File: src/rtl/axi_arb2to1_if.sv
// AXI4 bus bundle (AR/R/AW/W/B) shared by the arbiter's master and slave sides.
// The master modport drives requests; the slave modport drives ready/response.
interface axi_arb2to1_if #(
    parameter int IDW   = 3,
    parameter int DWID  = 64,
    parameter int WSTRB = DWID / 8
);
    logic [IDW-1:0]   arid;
    logic [31:0]      araddr;
    logic [7:0]       arlen;
    logic [1:0]       arburst;
    logic             arvalid;
    logic             arready;
    logic [IDW-1:0]   rid;
    logic [DWID-1:0]  rdata;
    logic [1:0]       rresp;
    logic             rlast;
    logic             rvalid;
    logic             rready;
    logic [IDW-1:0]   awid;
    logic [31:0]      awaddr;
    logic [7:0]       awlen;
    logic [1:0]       awburst;
    logic             awvalid;
    logic             awready;
    logic [DWID-1:0]  wdata;
    logic [WSTRB-1:0] wstrb;
    logic             wlast;
    logic             wvalid;
    logic             wready;
    logic [IDW-1:0]   bid;
    logic [1:0]       bresp;
    logic             bvalid;
    logic             bready;

    modport master (
        output arid, araddr, arlen, arburst, arvalid, input arready,
        input  rid, rdata, rresp, rlast, rvalid, output rready,
        output awid, awaddr, awlen, awburst, awvalid, input awready,
        output wdata, wstrb, wlast, wvalid, input wready,
        input  bid, bresp, bvalid, output bready
    );
    modport slave (
        input  arid, araddr, arlen, arburst, arvalid, output arready,
        output rid, rdata, rresp, rlast, rvalid, input rready,
        input  awid, awaddr, awlen, awburst, awvalid, output awready,
        input  wdata, wstrb, wlast, wvalid, output wready,
        output bid, bresp, bvalid, input bready
    );
endinterface

File: src/rtl/axi_arb2to1.sv
// Two-master to one-slave AXI4 arbiter: round-robin AR/AW, W steered in AW
// grant order, R/B routed back by the MSB of the slave-side ID.
module axi_arb2to1 #(
    parameter int IDWID     = 3,
    parameter int OFIFO_LOG = 2
) (
    input logic            clk,
    input logic            rst_n,
    axi_arb2to1_if.slave   m0,
    axi_arb2to1_if.slave   m1,
    axi_arb2to1_if.master  s
);
    localparam int OFIFO_DEP = 1 << OFIFO_LOG;

    typedef enum logic {IDLE, BUSY} arb_st_e;

    arb_st_e ar_st, ar_nst, aw_st, aw_nst;
    logic    ar_gnt, ar_gnt_nxt, ar_last, ar_last_nxt;
    logic    aw_gnt, aw_gnt_nxt, aw_last, aw_last_nxt;

    logic [OFIFO_DEP-1:0] of_mem;
    logic [OFIFO_LOG-1:0] of_wr, of_rd;
    logic [OFIFO_LOG:0]   of_cnt;
    logic                 of_full, of_empty, of_head, of_push, of_pop;

    always_ff @(posedge clk) begin
        if (!rst_n) begin
            ar_st   <= IDLE;
            ar_gnt  <= 1'b0;
            ar_last <= 1'b1;
            aw_st   <= IDLE;
            aw_gnt  <= 1'b0;
            aw_last <= 1'b1;
        end else begin
            ar_st   <= ar_nst;
            ar_gnt  <= ar_gnt_nxt;
            ar_last <= ar_last_nxt;
            aw_st   <= aw_nst;
            aw_gnt  <= aw_gnt_nxt;
            aw_last <= aw_last_nxt;
        end
    end

    // Grant is registered in IDLE, so the slave sees the request one cycle late.
    always_comb begin
        ar_nst      = ar_st;
        ar_gnt_nxt  = ar_gnt;
        ar_last_nxt = ar_last;
        s.arvalid   = (ar_st == BUSY) && (ar_gnt ? m1.arvalid : m0.arvalid);
        s.arid      = ar_gnt ? {1'b1, m1.arid} : {1'b0, m0.arid};
        s.araddr    = ar_gnt ? m1.araddr  : m0.araddr;
        s.arlen     = ar_gnt ? m1.arlen   : m0.arlen;
        s.arburst   = ar_gnt ? m1.arburst : m0.arburst;
        m0.arready  = (ar_st == BUSY) && !ar_gnt && s.arready;
        m1.arready  = (ar_st == BUSY) &&  ar_gnt && s.arready;
        case (ar_st)
            IDLE: if (m0.arvalid || m1.arvalid) begin
                ar_nst     = BUSY;
                ar_gnt_nxt = (m0.arvalid && m1.arvalid) ? !ar_last : m1.arvalid;
            end
            BUSY: if (s.arvalid && s.arready) begin
                ar_nst      = IDLE;
                ar_last_nxt = ar_gnt;
            end
            default: ar_nst = IDLE;
        endcase
    end

    // AW additionally stalls while the W-order FIFO has no room for the grant.
    always_comb begin
        aw_nst      = aw_st;
        aw_gnt_nxt  = aw_gnt;
        aw_last_nxt = aw_last;
        s.awvalid   = (aw_st == BUSY) && !of_full && (aw_gnt ? m1.awvalid : m0.awvalid);
        s.awid      = aw_gnt ? {1'b1, m1.awid} : {1'b0, m0.awid};
        s.awaddr    = aw_gnt ? m1.awaddr  : m0.awaddr;
        s.awlen     = aw_gnt ? m1.awlen   : m0.awlen;
        s.awburst   = aw_gnt ? m1.awburst : m0.awburst;
        m0.awready  = (aw_st == BUSY) && !aw_gnt && s.awready && !of_full;
        m1.awready  = (aw_st == BUSY) &&  aw_gnt && s.awready && !of_full;
        case (aw_st)
            IDLE: if (m0.awvalid || m1.awvalid) begin
                aw_nst     = BUSY;
                aw_gnt_nxt = (m0.awvalid && m1.awvalid) ? !aw_last : m1.awvalid;
            end
            BUSY: if (s.awvalid && s.awready) begin
                aw_nst      = IDLE;
                aw_last_nxt = aw_gnt;
            end
            default: aw_nst = IDLE;
        endcase
    end

    assign of_full  = (of_cnt == (OFIFO_LOG+1)'(OFIFO_DEP));
    assign of_empty = (of_cnt == '0);
    assign of_head  = of_mem[of_rd];
    assign of_push  = s.awvalid && s.awready;
    assign of_pop   = s.wvalid && s.wready && s.wlast;

    always_ff @(posedge clk) begin
        if (of_push) of_mem[of_wr] <= aw_gnt;
    end

    always_ff @(posedge clk) begin
        if (!rst_n) begin
            of_wr  <= '0;
            of_rd  <= '0;
            of_cnt <= '0;
        end else begin
            if (of_push) of_wr <= of_wr + 1'b1;
            if (of_pop)  of_rd <= of_rd + 1'b1;
            if (of_push && !of_pop)      of_cnt <= of_cnt + 1'b1;
            else if (of_pop && !of_push) of_cnt <= of_cnt - 1'b1;
        end
    end

    // W beats that arrive before their AW stay parked at the master.
    assign s.wvalid  = !of_empty && (of_head ? m1.wvalid : m0.wvalid);
    assign s.wdata   = of_head ? m1.wdata : m0.wdata;
    assign s.wstrb   = of_head ? m1.wstrb : m0.wstrb;
    assign s.wlast   = of_head ? m1.wlast : m0.wlast;
    assign m0.wready = !of_empty && !of_head && s.wready;
    assign m1.wready = !of_empty &&  of_head && s.wready;

    assign m0.rvalid = s.rvalid && !s.rid[IDWID];
    assign m1.rvalid = s.rvalid &&  s.rid[IDWID];
    assign m0.rid    = s.rid[IDWID-1:0];
    assign m1.rid    = s.rid[IDWID-1:0];
    assign m0.rdata  = s.rdata;
    assign m1.rdata  = s.rdata;
    assign m0.rresp  = s.rresp;
    assign m1.rresp  = s.rresp;
    assign m0.rlast  = s.rlast;
    assign m1.rlast  = s.rlast;
    assign s.rready  = s.rid[IDWID] ? m1.rready : m0.rready;

    assign m0.bvalid = s.bvalid && !s.bid[IDWID];
    assign m1.bvalid = s.bvalid &&  s.bid[IDWID];
    assign m0.bid    = s.bid[IDWID-1:0];
    assign m1.bid    = s.bid[IDWID-1:0];
    assign m0.bresp  = s.bresp;
    assign m1.bresp  = s.bresp;
    assign s.bready  = s.bid[IDWID] ? m1.bready : m0.bready;
endmodule

File: src/flat_wrapper.sv
// flat-port wrapper written by rule: the top's interface ports become plain ports
module axi_arb2to1_flat 
#(
    parameter int IDWID     = 3,
    parameter int OFIFO_LOG = 2
)
  (clk, rst_n, m0_arid, m0_araddr, m0_arlen, m0_arburst, m0_arvalid, m0_arready, m0_rid, m0_rdata, m0_rresp, m0_rlast, m0_rvalid, m0_rready, m0_awid, m0_awaddr, m0_awlen, m0_awburst, m0_awvalid, m0_awready, m0_wdata, m0_wstrb, m0_wlast, m0_wvalid, m0_wready, m0_bid, m0_bresp, m0_bvalid, m0_bready, m1_arid, m1_araddr, m1_arlen, m1_arburst, m1_arvalid, m1_arready, m1_rid, m1_rdata, m1_rresp, m1_rlast, m1_rvalid, m1_rready, m1_awid, m1_awaddr, m1_awlen, m1_awburst, m1_awvalid, m1_awready, m1_wdata, m1_wstrb, m1_wlast, m1_wvalid, m1_wready, m1_bid, m1_bresp, m1_bvalid, m1_bready, s_arid, s_araddr, s_arlen, s_arburst, s_arvalid, s_arready, s_rid, s_rdata, s_rresp, s_rlast, s_rvalid, s_rready, s_awid, s_awaddr, s_awlen, s_awburst, s_awvalid, s_awready, s_wdata, s_wstrb, s_wlast, s_wvalid, s_wready, s_bid, s_bresp, s_bvalid, s_bready);
  axi_arb2to1_if #(.IDW(3)) m0_i ();
  axi_arb2to1_if #(.IDW(3)) m1_i ();
  axi_arb2to1_if #(.IDW(4)) s_i ();
  input logic clk;
  input logic rst_n;
  input wire logic [$bits(m0_i.arid)-1:0] m0_arid;
  input wire logic [$bits(m0_i.araddr)-1:0] m0_araddr;
  input wire logic [$bits(m0_i.arlen)-1:0] m0_arlen;
  input wire logic [$bits(m0_i.arburst)-1:0] m0_arburst;
  input wire logic [$bits(m0_i.arvalid)-1:0] m0_arvalid;
  output wire logic [$bits(m0_i.arready)-1:0] m0_arready;
  output wire logic [$bits(m0_i.rid)-1:0] m0_rid;
  output wire logic [$bits(m0_i.rdata)-1:0] m0_rdata;
  output wire logic [$bits(m0_i.rresp)-1:0] m0_rresp;
  output wire logic [$bits(m0_i.rlast)-1:0] m0_rlast;
  output wire logic [$bits(m0_i.rvalid)-1:0] m0_rvalid;
  input wire logic [$bits(m0_i.rready)-1:0] m0_rready;
  input wire logic [$bits(m0_i.awid)-1:0] m0_awid;
  input wire logic [$bits(m0_i.awaddr)-1:0] m0_awaddr;
  input wire logic [$bits(m0_i.awlen)-1:0] m0_awlen;
  input wire logic [$bits(m0_i.awburst)-1:0] m0_awburst;
  input wire logic [$bits(m0_i.awvalid)-1:0] m0_awvalid;
  output wire logic [$bits(m0_i.awready)-1:0] m0_awready;
  input wire logic [$bits(m0_i.wdata)-1:0] m0_wdata;
  input wire logic [$bits(m0_i.wstrb)-1:0] m0_wstrb;
  input wire logic [$bits(m0_i.wlast)-1:0] m0_wlast;
  input wire logic [$bits(m0_i.wvalid)-1:0] m0_wvalid;
  output wire logic [$bits(m0_i.wready)-1:0] m0_wready;
  output wire logic [$bits(m0_i.bid)-1:0] m0_bid;
  output wire logic [$bits(m0_i.bresp)-1:0] m0_bresp;
  output wire logic [$bits(m0_i.bvalid)-1:0] m0_bvalid;
  input wire logic [$bits(m0_i.bready)-1:0] m0_bready;
  input wire logic [$bits(m1_i.arid)-1:0] m1_arid;
  input wire logic [$bits(m1_i.araddr)-1:0] m1_araddr;
  input wire logic [$bits(m1_i.arlen)-1:0] m1_arlen;
  input wire logic [$bits(m1_i.arburst)-1:0] m1_arburst;
  input wire logic [$bits(m1_i.arvalid)-1:0] m1_arvalid;
  output wire logic [$bits(m1_i.arready)-1:0] m1_arready;
  output wire logic [$bits(m1_i.rid)-1:0] m1_rid;
  output wire logic [$bits(m1_i.rdata)-1:0] m1_rdata;
  output wire logic [$bits(m1_i.rresp)-1:0] m1_rresp;
  output wire logic [$bits(m1_i.rlast)-1:0] m1_rlast;
  output wire logic [$bits(m1_i.rvalid)-1:0] m1_rvalid;
  input wire logic [$bits(m1_i.rready)-1:0] m1_rready;
  input wire logic [$bits(m1_i.awid)-1:0] m1_awid;
  input wire logic [$bits(m1_i.awaddr)-1:0] m1_awaddr;
  input wire logic [$bits(m1_i.awlen)-1:0] m1_awlen;
  input wire logic [$bits(m1_i.awburst)-1:0] m1_awburst;
  input wire logic [$bits(m1_i.awvalid)-1:0] m1_awvalid;
  output wire logic [$bits(m1_i.awready)-1:0] m1_awready;
  input wire logic [$bits(m1_i.wdata)-1:0] m1_wdata;
  input wire logic [$bits(m1_i.wstrb)-1:0] m1_wstrb;
  input wire logic [$bits(m1_i.wlast)-1:0] m1_wlast;
  input wire logic [$bits(m1_i.wvalid)-1:0] m1_wvalid;
  output wire logic [$bits(m1_i.wready)-1:0] m1_wready;
  output wire logic [$bits(m1_i.bid)-1:0] m1_bid;
  output wire logic [$bits(m1_i.bresp)-1:0] m1_bresp;
  output wire logic [$bits(m1_i.bvalid)-1:0] m1_bvalid;
  input wire logic [$bits(m1_i.bready)-1:0] m1_bready;
  output wire logic [$bits(s_i.arid)-1:0] s_arid;
  output wire logic [$bits(s_i.araddr)-1:0] s_araddr;
  output wire logic [$bits(s_i.arlen)-1:0] s_arlen;
  output wire logic [$bits(s_i.arburst)-1:0] s_arburst;
  output wire logic [$bits(s_i.arvalid)-1:0] s_arvalid;
  input wire logic [$bits(s_i.arready)-1:0] s_arready;
  input wire logic [$bits(s_i.rid)-1:0] s_rid;
  input wire logic [$bits(s_i.rdata)-1:0] s_rdata;
  input wire logic [$bits(s_i.rresp)-1:0] s_rresp;
  input wire logic [$bits(s_i.rlast)-1:0] s_rlast;
  input wire logic [$bits(s_i.rvalid)-1:0] s_rvalid;
  output wire logic [$bits(s_i.rready)-1:0] s_rready;
  output wire logic [$bits(s_i.awid)-1:0] s_awid;
  output wire logic [$bits(s_i.awaddr)-1:0] s_awaddr;
  output wire logic [$bits(s_i.awlen)-1:0] s_awlen;
  output wire logic [$bits(s_i.awburst)-1:0] s_awburst;
  output wire logic [$bits(s_i.awvalid)-1:0] s_awvalid;
  input wire logic [$bits(s_i.awready)-1:0] s_awready;
  output wire logic [$bits(s_i.wdata)-1:0] s_wdata;
  output wire logic [$bits(s_i.wstrb)-1:0] s_wstrb;
  output wire logic [$bits(s_i.wlast)-1:0] s_wlast;
  output wire logic [$bits(s_i.wvalid)-1:0] s_wvalid;
  input wire logic [$bits(s_i.wready)-1:0] s_wready;
  input wire logic [$bits(s_i.bid)-1:0] s_bid;
  input wire logic [$bits(s_i.bresp)-1:0] s_bresp;
  input wire logic [$bits(s_i.bvalid)-1:0] s_bvalid;
  output wire logic [$bits(s_i.bready)-1:0] s_bready;
  assign m0_i.arid = m0_arid;
  assign m0_i.araddr = m0_araddr;
  assign m0_i.arlen = m0_arlen;
  assign m0_i.arburst = m0_arburst;
  assign m0_i.arvalid = m0_arvalid;
  assign m0_arready = m0_i.arready;
  assign m0_rid = m0_i.rid;
  assign m0_rdata = m0_i.rdata;
  assign m0_rresp = m0_i.rresp;
  assign m0_rlast = m0_i.rlast;
  assign m0_rvalid = m0_i.rvalid;
  assign m0_i.rready = m0_rready;
  assign m0_i.awid = m0_awid;
  assign m0_i.awaddr = m0_awaddr;
  assign m0_i.awlen = m0_awlen;
  assign m0_i.awburst = m0_awburst;
  assign m0_i.awvalid = m0_awvalid;
  assign m0_awready = m0_i.awready;
  assign m0_i.wdata = m0_wdata;
  assign m0_i.wstrb = m0_wstrb;
  assign m0_i.wlast = m0_wlast;
  assign m0_i.wvalid = m0_wvalid;
  assign m0_wready = m0_i.wready;
  assign m0_bid = m0_i.bid;
  assign m0_bresp = m0_i.bresp;
  assign m0_bvalid = m0_i.bvalid;
  assign m0_i.bready = m0_bready;
  assign m1_i.arid = m1_arid;
  assign m1_i.araddr = m1_araddr;
  assign m1_i.arlen = m1_arlen;
  assign m1_i.arburst = m1_arburst;
  assign m1_i.arvalid = m1_arvalid;
  assign m1_arready = m1_i.arready;
  assign m1_rid = m1_i.rid;
  assign m1_rdata = m1_i.rdata;
  assign m1_rresp = m1_i.rresp;
  assign m1_rlast = m1_i.rlast;
  assign m1_rvalid = m1_i.rvalid;
  assign m1_i.rready = m1_rready;
  assign m1_i.awid = m1_awid;
  assign m1_i.awaddr = m1_awaddr;
  assign m1_i.awlen = m1_awlen;
  assign m1_i.awburst = m1_awburst;
  assign m1_i.awvalid = m1_awvalid;
  assign m1_awready = m1_i.awready;
  assign m1_i.wdata = m1_wdata;
  assign m1_i.wstrb = m1_wstrb;
  assign m1_i.wlast = m1_wlast;
  assign m1_i.wvalid = m1_wvalid;
  assign m1_wready = m1_i.wready;
  assign m1_bid = m1_i.bid;
  assign m1_bresp = m1_i.bresp;
  assign m1_bvalid = m1_i.bvalid;
  assign m1_i.bready = m1_bready;
  assign s_arid = s_i.arid;
  assign s_araddr = s_i.araddr;
  assign s_arlen = s_i.arlen;
  assign s_arburst = s_i.arburst;
  assign s_arvalid = s_i.arvalid;
  assign s_i.arready = s_arready;
  assign s_i.rid = s_rid;
  assign s_i.rdata = s_rdata;
  assign s_i.rresp = s_rresp;
  assign s_i.rlast = s_rlast;
  assign s_i.rvalid = s_rvalid;
  assign s_rready = s_i.rready;
  assign s_awid = s_i.awid;
  assign s_awaddr = s_i.awaddr;
  assign s_awlen = s_i.awlen;
  assign s_awburst = s_i.awburst;
  assign s_awvalid = s_i.awvalid;
  assign s_i.awready = s_awready;
  assign s_wdata = s_i.wdata;
  assign s_wstrb = s_i.wstrb;
  assign s_wlast = s_i.wlast;
  assign s_wvalid = s_i.wvalid;
  assign s_i.wready = s_wready;
  assign s_i.bid = s_bid;
  assign s_i.bresp = s_bresp;
  assign s_i.bvalid = s_bvalid;
  assign s_bready = s_i.bready;
  axi_arb2to1 #(.IDWID(IDWID), .OFIFO_LOG(OFIFO_LOG)) u_core (.clk(clk), .rst_n(rst_n), .m0(m0_i), .m1(m1_i), .s(s_i));
endmodule
File: config.mk
export PLATFORM = sky130hd
export DESIGN_NAME = axi_arb2to1_flat
export DESIGN_NICKNAME = d
export VERILOG_FILES = /design/src/rtl/axi_arb2to1_if.sv /design/src/rtl/axi_arb2to1.sv /design/src/flat_wrapper.sv
export SDC_FILE = /design/constraint.sdc
export NUM_CORES = 1
export LEC_CHECK = 0
export CAP_MARGIN = 40
export CORE_AREA = 5 5 291 293
export CTS_CLUSTER_DIAMETER = 120
export CTS_CLUSTER_SIZE = 20
export DETAILED_ROUTE_END_ITERATION = 16
export DIE_AREA = 0 0 296 298
export DONT_BUFFER_PORTS = 1
export HOLD_SLACK_MARGIN = 0.06
export PLACE_DENSITY = 0.3
export SKIP_LAST_GASP = 1
export SLEW_MARGIN = 20
export SYNTH_ARGS = -nofsm -noshare
export SYNTH_HDL_FRONTEND = slang
export SYNTH_SLANG_ARGS = --single-unit
File: constraint.sdc
create_clock -name clk -period 2.6 [get_ports clk]
set_input_delay 0.26 -clock clk [delete_from_list [all_inputs] [get_ports clk]]
set_output_delay 0.26 -clock clk [all_outputs]
set_load 0.005 [all_outputs]
# Word level (Yosys, flattened, before mapping)
# Cells that the tools add are included.
dict set report classes {
  addsub 4
  n_mul 0
  div 0
  n_lt_le_gt_ge 3
  n_eq_ne 1
  shifts 0
  mux 31
  bitwise 2
  n_reduce_logical 50
}
# cell n
set ops {}
lappend ops {{32-bit two-way mux} 2}
lappend ops {{64-bit two-way mux} 1}
lappend ops {{1-bit logical AND} 31}
lappend ops {{8-bit two-way mux} 3}
lappend ops {{1-bit two-way mux} 14}
lappend ops {{1-bit zero test} 11}
lappend ops {{4-bit two-way mux} 2}
lappend ops {{2-bit AND reduction} 4}
lappend ops {{2-bit by 3-bit less-than comparator with 1-bit output (second input constant)} 2}
lappend ops {{3-bit two-way mux} 2}
lappend ops {{2-bit by 1-bit adder with 2-bit output (second input constant)} 2}
lappend ops {{4-bit bitwise mux} 1}
lappend ops {{2-bit two-way mux} 2}
lappend ops {{1-bit case mux with 2 select lines} 2}
lappend ops {{3-bit by 1-bit adder with 3-bit output (second input constant)} 1}
lappend ops {{3-bit == test (second input constant)} 1}
lappend ops {{3-bit zero test} 1}
lappend ops {{3-bit by 1-bit subtractor with 3-bit output (second input constant)} 1}
lappend ops {{1-bit binary-select mux with 2-bit select} 1}
lappend ops {{1-bit demux with 2-bit select} 1}
lappend ops {{2-bit by 1-bit >= comparator with 1-bit output (second input constant)} 1}
lappend ops {{1-bit logical OR} 2}
lappend ops {{1-bit inverter} 2}
lappend ops {{2-bit nonzero test} 1}
dict set report totals {
  ff_bits 17
  latchBits 0
  ramBits 0
  rom_bits 0
  in_bits 420
  output_inout_bits 330
  word_cells 101
  n_memories 0
}

# Logic depth before layout (Yosys ltp)
dict set report logic_depth {
  word_depth 9
  mapped_depth 11
  ltp_nobuf 9
}

# Worst setup path after synthesis
# No wires, ideal clock.
dict set report synth_path {
  path_kind {reg-to-reg}
  start {register u_core.of_rd[0]}
  end {register u_core.of_cnt[2]}
  setup_time_ns 0.076
  arrival_time_ns 2.683
  required_time_ns 2.524
  path_slack_ns -0.158
  path_stages_with_launch 11
  n_path_buf 2
  synth_period_minus_slack_ns 2.758
  path_cell_list {dfxtp_1 > mux4_2 > buf_2 > buf_2 > a41oi_1 > ha_1 > inv_1 > fa_1 > xor2_1 > or3_1 > a21boi_0}
}
dict set report synth_between {
  elab_chain_len 9
  elab_cells_between_ends 12
  classes_between {mux: 5; reduce/logical: 7}
}
# element line_no
set synth_lines {}
lappend synth_lines {{start: declaration} axi_arb2to1.sv:22} ;# logic [OFIFO_LOG-1:0] of_wr, of_rd;
lappend synth_lines {{start signal: assignment} axi_arb2to1.sv:111} ;# if (of_pop) of_rd <= of_rd + 1'b1;
lappend synth_lines {{1-bit binary-select mux with 2-bit select (*)} axi_arb2to1.sv:96} ;# assign of_head = of_mem[of_rd];
lappend synth_lines {{1-bit two-way mux (implied by the code) (*)} axi_arb2to1.sv:96}
lappend synth_lines {{1-bit two-way mux} axi_arb2to1.sv:118} ;# assign s.wvalid = !of_empty && (of_head ? m1.wvalid : m0.wvalid);
lappend synth_lines {{1-bit logical AND} axi_arb2to1.sv:118}
lappend synth_lines {{1-bit logical AND} axi_arb2to1.sv:98} ;# assign of_pop = s.wvalid && s.wready && s.wlast;
lappend synth_lines {{1-bit logical AND (*)} axi_arb2to1.sv:98}
lappend synth_lines {{1-bit zero test} axi_arb2to1.sv:112} ;# if (of_push && !of_pop) of_cnt <= of_cnt + 1'b1;
lappend synth_lines {{1-bit logical AND} axi_arb2to1.sv:112}
lappend synth_lines {{3-bit two-way mux / 2-bit nonzero test (equally long branches)} --}
lappend synth_lines {{end signal: assignment} axi_arb2to1.sv:112}
lappend synth_lines {{end signal: assignment} axi_arb2to1.sv:113} ;# else if (of_pop && !of_push) of_cnt <= of_cnt - 1'b1;
lappend synth_lines {{end: declaration} axi_arb2to1.sv:23} ;# logic [OFIFO_LOG:0] of_cnt;
# Mark *: on every way between the ends. The rest lies on a longest branch, timed or not. The select of a mux whose other input is x is not followed.
# A chain may end at the register's enable or synchronous reset.

# Final worst setup path
# Same ends and word-level chain as after synthesis.

==> results.md <==
* WP buf/inv at 1
* Endpoints failing hold at 0
* Min Tclk post-route at 2560 ps
* Ratio of cells with drive above 1 in the final layout at 66.9%
* Power density over the cells at 269 mW/mm²
* CP max stage cell: mux4_4
* Post-Synthesis Net Count at 866
* Worst skew pair latency at 260 ps
* Fmax at 391 MHz
* Detailed Route Iter0 Violations at 54
* First-pass GRT wire length at 23.3 mm
* Status: complete, no violations
* Drt pass-1 iters at 4
* Routed Antenna Nets at 0
* Worst Setup SP: u_core.of_rd[0]
* Worst-case reg-to-reg path depth at 8
* Io pins at 750
* Final GP Congestion at 0.746
* Post-Synth Adder-Cell Area at 2.04%
* Die height at 298 µm
* Multiplexer share of the synthesized area at 47.8%
* Xor/xnor share of the synthesized area at 0.650%
* Slew HR at 52.7%
* Simple-gate share of the synthesized area at 6.10%
* R2R Path Start: u_core.of_rd[0]
* Synth Area in Compound Gates at 2.97%
* DRT Wirelength at 19.7 mm
* Setup Skew at 6.01 ps
* Die width at 296 µm
* Placed cells at 1,345
* Largest family of logic cells by synthesized area: multiplexers
* Cell family contributing the most delay on the critical path: multiplexers
* Final worst path period share at 98.4%
* Reg area at 384 µm²
* Rows at 105
* Vias in the first global route at 2,883
* Worst Path Required at 2790 ps
* Sequential share of the synthesized area at 9.41%
* Most common cell after layout, fill and taps aside: mux2_2
* Vias at 2,742
* Gr usage total at 3.75%
* Ys async rst share at 0%
* Initial antenna violation count at 15
* Worst reg2reg setup slack at 40 ps
* Unrepaired setup endpoints after global routing: yes
* Die Footprint at 0.0882 mm²
* Pre-CTS setup slack at -7.42 ps
* Top FF cell, synth: dfxtp_1
* Worst Setup Start Kind: register
* Final Net Count at 708
* Reg clk slew, reported paths at 60 ps
* Area of the multi-input gates at 0.00243 mm²
* Mapped Cells at 440
* CP Capture Point: u_core.of_cnt[2]
* Most frequent cells in the layout: 165 x mux2_2, 10 x dfxtp_1, 9 x and2_1, 9 x nor2_1, 8 x inv_1
* Synthesized area per cell at 9.18 µm²
* Initial Utilization at 4.95%
* CP endpoint kind: register
* DP HPWL at 17.7 mm
* CTS tree: built
* CTS root buffer: clkbuf_16
* Max Root-Sink Buffers at 2
* Max incr delay on CP at 680 ps
* GR Overflow Total at 0
* Max cap viols at 0
* Number of remaining DRC errors at 0
* Worst r2r dst: u_core.of_cnt[2]
* PortBufs at 0
* Hold Crit Class: primary input to register
* Routed WL per cell at 14.5 µm
* Final setup fails at 0
* Worst vdd ir at 0.000182 V
* CTS buffer count at 3
* Setup slack after layout at 40.8 ps
* FILL cells at 9,607
* Cell variety after synth at 35
* FF+latch count, synth at 17
* Post-Synthesis Cell Area at 0.00404 mm²
* Vias per inst at 2.02
* Synthesis Warnings at 0
* Number of enable flip-flop cells after synthesis at 4
* Core Region at 0.0816 mm²
* Total power at 1.18 mW
* Area Growth Syn to Fin at 8.02%
* Post-route insts no fill at 1,359
* Largest net degree at the start of global routing at 54
* Critical Path Fanout Max at 3
* Worst Tran Pin Value at 710 ps
* Arrival time worst endpoint at 2750 ps
* Slew Limit Fails at 0
* H-tree lvl count at 1
* # hold bufs at CTS at 0
* Worst-path cell chain: mux4_4 > a41oi_4 > ha_2 > inv_1 > fa_2 > xor2_1 > or3_1 > a21boi_1
* P_leak at 1.11 nW
* Critical Path Stages at 8
* CTS Sinks at 17
* Critical path type: register to register
[kinds of logic after synthesis]
group / Yosys count
muxes: 171
AOI/OAI and AO/OA: 18
buffers and inverters: 181
xor gates and xnor gates: 3
adders and majority gates: 6
and+or+nand+nor: 44
DFF: 17
[metal layers]
layer	global-route usage [%]	share of wire, %
met2	6.06	46
met5	0	0.14
met1	3.32	31
met3	2.74	17
met4	2.40	5.7
[per-stage QoR]
stage | setup TNS (ps) | area, µm² | hold slack (ps) | utilization, %
2_1_floorplan | 0 | 4060 | 388 | -
3_3_place_gp | 0 | 4230 | 352 | 5.19
3_5_place_dp | -7.42 | 4230 | 357 | 5.19
4_1_cts | 0 | 4330 | 73.8 | 5.30
5_1_grt | -98.7 | 4370 | 83.2 | 5.35
6_report | 0 | 4370 | 84.7 | 5.35
[timing repair]
action,in CTS,in global routing
setup endpoints to repair,44,44
hold endpoints to repair,0,0
pin swaps,2,0
buffers inserted,1,0
gates resized for setup,2,2
[report_power, final]
group          leakage, nW  switching (mW)  internal [mW]  total, mW
Combinational        0.923           0.261          0.265      0.526
Sequential           0.145          0.0222          0.287      0.309
Clock               0.0409           0.133          0.207      0.340
Total                 1.11           0.416          0.760       1.18
[final cells by class]
type / instances / share of cell area (%)
Inverter: 8 / 0.688
Clock buffer: 3 / 1.72
Sequential cell: 17 / 8.80
Tap cell: 1070 / 30.7
Antenna cell: 8 / 0.459
Multi-Input combinational cell: 242 / 55.7
Clock inverter: 1 / 0.115
Timing Repair Buffer: 10 / 1.83
[cells in the mapped netlist, types with 3 or more instances]
cell | count | area [µm²]
a21oi_1 | 4 | 20.0
nor2_1 | 9 | 33.8
nor2b_1 | 5 | 31.3
and2_1 | 9 | 56.3
nand2_1 | 6 | 22.5
nor3_1 | 3 | 15.0
ha_1 | 5 | 62.6
inv_1 | 8 | 30.0
buf_2 | 4 | 20.0
buf_1 | 8 | 30.0
mux2i_1 | 5 | 50.1
edfxtp_1 | 4 | 120
buf_4 | 152 | 1140
dfxtp_1 | 13 | 260
and3_1 | 4 | 25.0
clkbuf_1 | 9 | 33.8
nand3_1 | 3 | 15.0
o31ai_1 | 3 | 22.5
o21ai_0 | 3 | 15.0
mux2_2 | 165 | 1860
[worst min-delay path by stage]
stage	slack [ps]	end	depth (start not counted)	from
final	80	u_core.aw_last	1	rst_n
after global routing	80	u_core.aw_last	1	rst_n
after CTS	70	u_core.ar_last	1	rst_n
after detailed placement	360	u_core.aw_last	1	rst_n
after global placement	350	u_core.aw_last	1	rst_n
after floorplan	390	u_core.of_wr[1]	1	rst_n
[state kept, by name, indices dropped and copies added (netlist names)]
register	count
u_core.aw_last	1
u_core.of_mem	4
u_core.aw_st	1
u_core.of_wr	2
u_core.ar_st	1
u_core.ar_last	1
u_core.aw_gnt	1
u_core.of_cnt	3
u_core.of_rd	2
u_core.ar_gnt	1
Note: power is estimated with default switching activity, not from simulation.
